## config.mk

```make
export PLATFORM = sky130hd
export DESIGN_NAME = mig_tree_pipe
export DESIGN_NICKNAME = d
export VERILOG_FILES = /design/src/rtl/mig_tree_pipe.sv
export SDC_FILE = /design/constraint.sdc
export NUM_CORES = 1
export LEC_CHECK = 0
export BUFFER_PORTS_ARGS = -buffer_cell sky130_fd_sc_hd__buf_2
export CORE_MARGIN = 2
export CORE_UTILIZATION = 40
export DETAILED_ROUTE_END_ITERATION = 10
export GPL_TIMING_DRIVEN = 0
export HOLD_SLACK_MARGIN = 0.05
export PLACE_DENSITY = 0.73
export SLEW_MARGIN = 20
export SYNTH_ARGS = -nofsm -noshare
export SYNTH_HDL_FRONTEND = slang
export SYNTH_SLANG_ARGS = --single-unit
```

## constraint.sdc

```tcl
create_clock -name clk -period 1.75 [get_ports clk]
set_input_delay 0.35 -clock clk [delete_from_list [all_inputs] [get_ports clk]]
set_output_delay 0.35 -clock clk [all_outputs]
set_load 0.05 [all_outputs]
```

## src/rtl/mig_tree_pipe.sv

```systemverilog
// Pipelined majority-inverter tree evaluator: 3^LEVELS complemented leaves reduced by
// MAJ3 gates, one registered tree level per stage, valid/ready flow control, result statistics.
module mig_tree_pipe #(
    parameter  int LEVELS = 3,
    parameter  int CNT_W  = 16,
    localparam int N      = 3 ** LEVELS
) (
    input  logic             clk,
    input  logic             rst,
    input  logic             in_valid,
    output logic             in_ready,
    input  logic [N-1:0]     in_leaves,
    input  logic [N-1:0]     inv_mask,
    input  logic             cnt_clear,
    output logic             out_valid,
    input  logic             out_ready,
    output logic             out_bit,
    output logic [CNT_W-1:0] result_count,
    output logic [CNT_W-1:0] ones_count
);

    // Registered nodes of levels 1..LEVELS, stored level by level; the root is the top bit.
    localparam int TOT = (N - 1) / 2;
    localparam int ALL = N + TOT;

    function automatic int pow3(input int e);
        int r;
        r = 1;
        for (int i = 0; i < e; i++) r = r * 3;
        return r;
    endfunction

    // Offset of level k inside {node_q, leaf_x}, leaves being level 0.
    function automatic int lvl_off(input int k);
        int o;
        o = 0;
        for (int i = 0; i < k; i++) o = o + pow3(LEVELS - i);
        return o;
    endfunction

    function automatic logic maj3(input logic a, input logic b, input logic c);
        return (a & b) | (a & c) | (b & c);
    endfunction

    logic [N-1:0]      leaf_x;
    logic [ALL-1:0]    nodes;
    logic [TOT-1:0]    node_q, node_d;
    logic [LEVELS:1]   valid_q, valid_d;
    logic [LEVELS:0]   valid_in;
    logic [LEVELS:1]   ready;
    logic [CNT_W-1:0]  result_q, result_d;
    logic [CNT_W-1:0]  ones_q, ones_d;
    logic              out_hs;

    assign leaf_x   = in_leaves ^ inv_mask;
    assign nodes    = {node_q, leaf_x};
    assign valid_in = {valid_q, in_valid};

    // A stage can take new data when empty or when its occupant moves on this cycle.
    always_comb begin : ready_chain
        logic r;
        // NOTE: every always_comb output gets a default first so no path leaves it unassigned (no latch).
        ready = '0;
        // NOTE: blocking assignments here make r ripple from the output back to stage 1 within one evaluation.
        r = out_ready;
        for (int k = LEVELS; k >= 1; k--) begin
            r        = ~valid_q[k] | r;
            ready[k] = r;
        end
    end

    always_comb begin
        valid_d = valid_q;
        node_d  = node_q;
        for (int k = 1; k <= LEVELS; k++) begin
            if (ready[k]) begin
                valid_d[k] = valid_in[k-1];
            end
            // Data only moves with a valid token, so idle leaf inputs never reach the tree.
            if (ready[k] && valid_in[k-1]) begin
                for (int j = 0; j < pow3(LEVELS - k); j++) begin
                    node_d[lvl_off(k) - N + j] = maj3(nodes[lvl_off(k-1) + 3*j],
                                                      nodes[lvl_off(k-1) + 3*j + 1],
                                                      nodes[lvl_off(k-1) + 3*j + 2]);
                end
            end
        end
    end

    assign out_hs = valid_q[LEVELS] & out_ready;

    always_comb begin
        result_d = result_q;
        ones_d   = ones_q;
        if (cnt_clear) begin
            result_d = '0;
            ones_d   = '0;
        end else if (out_hs) begin
            result_d = result_q + CNT_W'(1);
            ones_d   = ones_q + CNT_W'(node_q[TOT-1]);
        end
    end

    always_ff @(posedge clk or posedge rst) begin
        if (rst) begin
            valid_q  <= '0;
            // NOTE: the node registers are reset too, so out_bit reads a defined 0 before the first result.
            node_q   <= '0;
            result_q <= '0;
            ones_q   <= '0;
        end else begin
            // NOTE: non-blocking assignments so every stage samples the pre-edge values of its neighbours.
            valid_q  <= valid_d;
            node_q   <= node_d;
            result_q <= result_d;
            ones_q   <= ones_d;
        end
    end

    assign in_ready     = ready[1];
    assign out_valid    = valid_q[LEVELS];
    assign out_bit      = node_q[TOT-1];
    assign result_count = result_q;
    assign ones_count   = ones_q;

endmodule

```

# Word-level counts from Yosys, hierarchy flattened
# Index checks and enable logic that the tools add are counted.
[classes]
reduce_logical = 4
n_addsub = 2
bitwise_logic = 73
muxes = 4
[op_table]
columns = ["cell", "count"]
rows = [
  ["$mux 16", 4],
  ["$and 1x1->1", 40],
  ["$or 1x1->1", 29],
  ["$xor 27x27->27", 1],
  ["$add 16x1->16", 1],
  ["$add 16x1->16 const B", 1],
  ["$logic_and 1x1->1", 3],
  ["$not 1->1", 3],
  ["$reduce_bool 2->1", 1],
]
[word_totals]
reg_bits = 48
word_cells = 91

# Logic depth before layout (Yosys ltp)
# Gate-level depths: netlist (run 1).
[logic_depth]
ltp_word = 5
ltp_mapped = 6
depth_no_buf = 5

# Least setup slack after synthesis (run 1)
# OpenSTA, ideal clock, no wires.
[synth_timing]
path_kind = "register to register"
start = "register valid_q[3] (netlist bit)"
end = "register node_q[8]"
setup_slack_ns = -0.576
t_arrival_ns = 2.189
period_less_slack_ns = 2.326
required_time_ns = 1.614
setup_ns = 0.136
path_stages_with_launch = 6
path_cell_list = "dfrtp_1 buf_4 nand4b_1 nand2_1 clkbuf_1 o21ai_0"
[synth_between]
elab_chain_cells = 5
[synth_lines]
columns = ["item", "line", "text"]
rows = [
  ["from (decl)", "48", "logic [LEVELS:1] valid_q, valid_d;"],
  ["from (signal assigned)", "113", "valid_q <= valid_d;"],
  ["$not 1->1", "67", "r = ~valid_q[k] | r;"],
  ["$or 1x1->1 (3 in a row)", "67", ""],
  ["named net in_ready", "11", "output logic in_ready,"],
  ["$logic_and 1x1->1", "80", "if (ready[k] && valid_in[k-1]) begin"],
  ["to (signal assigned)", "114", "node_q <= node_d;"],
  ["to (decl)", "47", "logic [TOT-1:0] node_q, node_d;"],
]
# The timed path passes the listed nets, and every way through them passes these cells.
# A chain may end at the register's enable or synchronous reset.

# Worst setup path after layout (run 1)
[layout_timing]
start = "register ones_q[0], in the netlist ones_count[0]"
end = "register ones_q[15], in the netlist ones_count[15]"
[layout_between]
elab_chain_cells = 3
[layout_lines]
columns = ["item", "line", "text"]
rows = [
  ["from (decl)", "52", "logic [CNT_W-1:0] ones_q, ones_d;"],
  ["from (signal assigned)", "116", "ones_q <= ones_d;"],
  ["$add 16x1->16", "100", "ones_d = ones_q + CNT_W'(node_q[TOT-1]);"],
  ["$mux 16", "98", "end else if (out_hs) begin"],
  ["$mux 16", "95", "if (cnt_clear) begin"],
]
# No other way between the ends. The select of a mux whose other input is x is not followed.

==> metrics.yaml, run 1 <==
critical_path:
  worstPathArrival_ns: 1.97
  worstSetupPathType: "reg -> reg"
  crit_path_max_fanout: 4
  ff2ff_setup_slack_ns: 0.01
  timing.rr.end: "ones_count[15]"
  timing.rr.start: "ones_count[0]"
  required_ns: 1.98
  reg2reg_depth: 5
  worstSetupStartpointType: "flip-flop"
  startpoint: "ones_count[0]"
  cp-end-kind: "flip-flop"
global_routing:
  grt_pass1_vias: 2139
  grt_use_total_pct: 15.4
  antenna_found_initial: 0
  gr-total-overflow: 0
  grt_pass1_wl_um: 8980
  grt_max_degree: 26
synthesis:
  ys_seq_elements: 48
  synth-edff-count: 0
  avgSynthCellArea_um2: 9.63
  postSynthNetCount: 329
  synthArstFlopShare_pct: 100
  synth_area_leader_cell: "dfrtp_1"
  yosys_warnings: 0
  syn_inst: 267
  ys_types: 31
  syn_area_um2: 2570
  synth.area.top_cells: "dfrtp_1 (47%), xnor2_1 (15%), nor2_1 (4.5%)"
  yosys.cell_count.top_type: "dfrtp_1"
  ys_top_cells_by_count: "dfrtp_1 (48), xnor2_1 (43), nor2_1 (31)"
  synth-main-ff-cell: "dfrtp_1"
  yosys.area.top_type_share_pct: 46.7
  yosysSeqAreaShare_pct: 46.7
pwr:
  powerDensity_nw_per_um2: 722
  p_leak_uw: 0.00148
  ir_drop_v: 0.000303
  power_uw: 2410
place:
  port_buffers: 91
  gp_congestion: 0.778
  place_area_um2: 3200
  dp_hpwl_um: 4210
drt:
  vias: 2239
  drc: 0
  wire_per_inst_um: 12.0
  wirelength_um: 5370
  drt_iter0_drc: 98
  firstDrtPassIters: 4
  vias_per_cell: 4.99
  ant_nets: 0
sta:
  fmax_ghz: 0.575
  fin_crit_ns: 1.74
  hold_viol: 0
  final_max_slew_viol_count: 0
  finalCritPeriodShare_pct: 99.5
  skew_ns: 0.00707
  worst_pin_slew_ns: 0.505
  rsz0062_at_grt: "yes"
  maxSlewHeadroom_pct: 66.3
  setup_viol_count_final: 0
floorplanning:
  rows: 29
  io_pins: 94
  dieArea_um2: 7090
  die_w_um: 84.2
  die_h_um: 84.2
  core_area_um2: 6280
  start_util_pct: 41.0
run:
  maxCapViolCount: 0
run_status:
  outcome: "completed"
clock_network:
  clkTransAtPathRegs_ns: 0.09
  clockBufferDepth: 2
  hold_buffers: 0
  cts_tree: "done"
  htree_levels: 2
  root_buffer: "clkbuf_8"
  cts.sinks: 48
  cts_buffers: 5
  clk_latency_ns: 0.30
final_layout:
  layout.nets: 433
  diodes: 0
  drive_gt1_share_pct: 36.8
  area_growth_pct: 29.6
  num-fill-cells: 579
  design_area_um2: 3330
min_path:
  hold_class: "in -> async"
==> sequential cells by signal, summed over array words and instances, names as in the netlist <==
| signal | cells |
|---|---|
| ones_count | 16 |
| result_count | 16 |
| node_q | 13 |
| valid_q | 3 |
==> placed cells by master, fill, tap and decap left out, drive strengths merged, types with 2 or more instances in the layout <==
| master | count |
|---|---|
| nor2 | 31 |
| xnor2 | 43 |
| o21ai | 12 |
| nor4 | 8 |
| nand2 | 29 |
| dfrtp | 48 |
| ha | 3 |
| a21oi | 11 |
| clkinv | 2 |
| inv | 7 |
| nand2b | 5 |
| mux2 | 3 |
| clkbuf | 11 |
| nand4 | 9 |
| buf | 101 |
| and4 | 2 |
| maj3 | 9 |
| nand3 | 7 |
| o31ai | 5 |
| xor2 | 6 |
| nor2b | 2 |
| or3 | 4 |
| nor3 | 8 |
==> kinds of logic after synthesis <==
| logic type | share of synthesized area, % |
|---|---|
| AO/OA/AOI/OAI | 6.27 |
| buffers and inverters | 2.63 |
| AND/OR/NAND/NOR | 21.4 |
| flip-flops | 46.7 |
| XOR/XNOR | 16.7 |
| adder cells (fa/ha/maj) | 4.96 |
| multiplexers | 1.31 |
==> timing repair <==
action	in CTS	in global routing
pin swaps	2	1
setup endpoints to repair	3	7
buffers inserted	4	1
gates cloned	0	0
resized for setup	1	1
==> metal layers <==
| layer | wire length [um] | global-route usage [%] |
|---|---|---|
| met4 | 50 | 4.11 |
| met5 | 0 | 0 |
| met2 | 2750 | 28.9 |
| met3 | 394 | 4.33 |
| met1 | 2180 | 17.0 |
==> per-stage QoR <==
stage               setup WS (ns)  TNS, ns  util, %  hold slack, ns  cells
floorplan                  -0.181    -1.76        -           0.449    267
global placement           -0.533   -21.03     50.6           0.462    435
detailed placement        -0.0256  -0.0430     50.9           0.413    436
CTS                       -0.0103  -0.0103     52.9          0.0840    448
global route              -0.0514  -0.0986     53.1           0.108    449
finish                    0.00956        0     53.1          0.0654    449
==> area by class of cell <==
type                    instances  area (um^2)  area share, %
inverters                       7         26.3          0.788
well taps                      77         96.3           2.89
flip-flops and latches         48         1220           36.7
clock buffers                   6         82.6           2.48
plain buffers                   9         55.1           1.65
multi-input cells             203         1330           39.8
repair buffers                 97          513           15.4
clock inverters                 2         10.0          0.300
==> worst max-delay path: stages (launching register included) <==
cell and delay [ns]:
dfrtp_2 0.41, ha_4 0.15, nand4_4 0.10, or3_4 0.40, or4_4 0.48, a21oi_1 0.13
==> report_power, final <==
part	switching (uW)	total, uW	internal, uW
clock network	354	669	315
registers	70.1	1270	1200
logic	262	471	209
total	686	2410	1720
==> worst max-delay path by stage <==
stage	end	cells past startpoint	slack, ns
global placement	result_count[3]	2	-0.53
floorplan	node_q[2]	6	-0.18
finish	ones_count[15]	5	0.01
detailed placement	result_count[15]	5	-0.03
global route	ones_count[15]	5	-0.05
CTS	ones_count[15]	5	-0.01
(Power assumes the default switching activity.)
==> run 2, diff against run 1 <==
Settings changed: HOLD_SLACK_MARGIN 0.05 to 0.15.
==> run 2 against run 1 <==
Clock skew barely moved. Via count rose by 0.31%. Hold slack improved by 0.19 ns. Die area did not move. Sequential cell count did not move. Routed wire length fell by 0.20%. Sequential power barely moved. Utilization rose by 0.16 points. Register-to-register slack barely moved. Power rose by 0.15%.
==> metrics.yaml, run 2 (synthesis gave the netlist of run 1 again) <==
run_status:
  outcome: "completed"  # unchanged
final_layout:
  fin_util_pct: 53.3  # was 53.1%
  drive_gt1_share_pct: 36.7  # was 36.8%
  area_growth_pct: 30.0  # was 29.6%
  layout.nets: 434  # was 433
  diodes: 0  # unchanged
  finalNonFillerCells: 450  # was 449
  layout_commonest_cell: "buf_2"  # unchanged
  num-fill-cells: 578  # was 579
  final_cell_mix: "buf_2 (91), xnor2_1 (43), nor2_1 (31)"  # unchanged
critical_path:
  required_ns: 1.98  # about the same
  worstSetupStartpointType: "flip-flop"  # unchanged
  reg2reg_depth: 5  # unchanged
  worstSetupPathType: "reg -> reg"  # unchanged
  worstPathArrival_ns: 1.97  # about the same
  crit_path_max_fanout: 4  # unchanged
  cp-end-kind: "flip-flop"  # unchanged
run:
  maxCapViolCount: 0  # unchanged
floorplanning:
  start_util_pct: 41.0  # unchanged
  core_area_um2: 6280  # unchanged
  rows: 29  # unchanged
  die_w_um: 84.2  # unchanged
  io_pins: 94  # unchanged
  dieArea_um2: 7090  # unchanged
  die_h_um: 84.2  # unchanged
sta:
  setup_viol_count_final: 0  # unchanged
  fmax_ghz: 0.575  # about the same
  worst_pin_slew_ns: 0.505  # about the same
  skew_ns: 0.00720  # was 0.00707 ns
  maxSlewHeadroom_pct: 66.3  # about the same
  setup_ws_ns: 0.0112  # was 0.00956 ns
  rsz0062_at_grt: "yes"  # unchanged
  final_max_slew_viol_count: 0  # unchanged
  finalCritPeriodShare_pct: 99.4  # was 99.5%
  fin_setup_tns_ns: 0  # unchanged
  worst_hold_slack_ns: 0.255  # was 0.0654 ns
  hold_viol: 0  # unchanged
  fin_crit_ns: 1.74  # about the same
global_routing:
  grt_use_total_pct: 15.4  # about the same
  antenna_found_initial: 0  # unchanged
  grt_pass1_wl_um: 8990  # was 8980 um
  gr-total-overflow: 0  # unchanged
  grt_pass1_vias: 2145  # was 2139
  grt_max_degree: 26  # unchanged
drt:
  ant_nets: 0  # unchanged
  drt_iter0_drc: 104  # was 98
  vias: 2246  # was 2239
  wire_per_inst_um: 11.9  # was 12.0 um
  drc: 0  # unchanged
  vias_per_cell: 4.99  # about the same
  wirelength_um: 5360  # was 5370 um
  firstDrtPassIters: 4  # unchanged
pwr:
  p_switching_uw: 688  # was 686 uW
  powerDensity_nw_per_um2: 721  # was 722 nW/um^2
  ir_drop_v: 0.000303  # about the same
  seq_power_share_pct: 52.5  # was 52.6%
  p_int_uw: 1720  # about the same
  p_sw_share_pct: 28.5  # about the same
  p_leak_uw: 0.00149  # was 0.00148 uW
  power_frac_comb_pct: 19.6  # about the same
  p_clk_share_pct: 27.8  # about the same
clock_network:
  cts_buffers: 5  # unchanged
  clk_latency_ns: 0.30  # about the same
  root_buffer: "clkbuf_8"  # unchanged
  htree_levels: 2  # unchanged
  cts.sinks: 48  # unchanged
  clkTransAtPathRegs_ns: 0.09  # about the same
  cts_tree: "done"  # unchanged
  clockBufferDepth: 2  # unchanged
place:
  gp_congestion: 0.778  # unchanged
  port_buffers: 91  # unchanged
  dpl_worst_slack_ns: -0.0256  # unchanged
  placedCellCount: 436  # unchanged
  dp_hpwl_um: 4210  # unchanged
min_path:
  holdPathStages: 2
  hold_class: "in -> reg"  # was in -> async
==> run 2: cell count changes in the layout (fill, tap and decap cells not counted), sizes merged <==
cell / delta
dlygate4sd3: +1
==> run 2: per-stage QoR <==
step	power [uW]	area, um^2
floorplan	1600	2620
detailed placement	1760	3200
global route	2540	3340
finish	2410	3340
CTS	2440	3330
global placement	1740	3180
==> run 2: layout make-up <==
| type | count | area (um^2) | area share, % |
|---|---|---|---|
| timing repair buffer | 98 | 523 | 15.6 |
| tap | 77 | 96.3 | 2.88 |
| clock inverter | 2 | 10.0 | 0.299 |
| inverter | 7 | 26.3 | 0.786 |
| multi-input combinational | 203 | 1330 | 39.7 |
| buffer | 9 | 55.1 | 1.65 |
| clock buffer | 6 | 82.6 | 2.47 |
| sequential | 48 | 1220 | 36.6 |
==> run 2: power groups by stage <==
stage	clock [uW]	sequential, uW	combinational, uW
floorplan	0	1340	255
global placement	0	1290	449
detailed placement	0	1290	467
CTS	691	1270	484
global route	733	1280	529
finish	671	1270	473
==> run 2: final timing paths <==
kind / startpoint / end / slack [ns]
worst max-delay path: ones_count[0] / ones_count[15] / 0.01
max in group asynchronous: rst / ones_count[1] / 0.62
min in group asynchronous: rst / node_q[10] / 0.62
worst min-delay path: in_valid / valid_q[1] / 0.26
worst max register to register: ones_count[0] / ones_count[15] / 0.01
worst min register to register: node_q[7] / node_q[7] / 0.48
==> run 2: per-layer routing <==
metal,track usage [%],up-vias,routed length (um)
met3,4.33,5,413
met4,4.11,0,50
met5,0,-,0
li1,-,1117,-
met2,29.0,93,2740
met1,17.0,1031,2160
==> run 2: what timing repair did <==
action	4_1_cts	5_1_grt
hold buffers	1	0
resized for setup	1	1
pin swaps	2	1
buffers inserted	4	1
endpoints found under the hold margin	23	0
endpoints found under the setup margin	3	7
==> run 2: critical path: stages (launching register included) <==
cell	delay (ns)
dfrtp_2	0.41
ha_4	0.15
nand4_4	0.10
or3_4	0.40
or4_4	0.48
a21oi_1	0.13
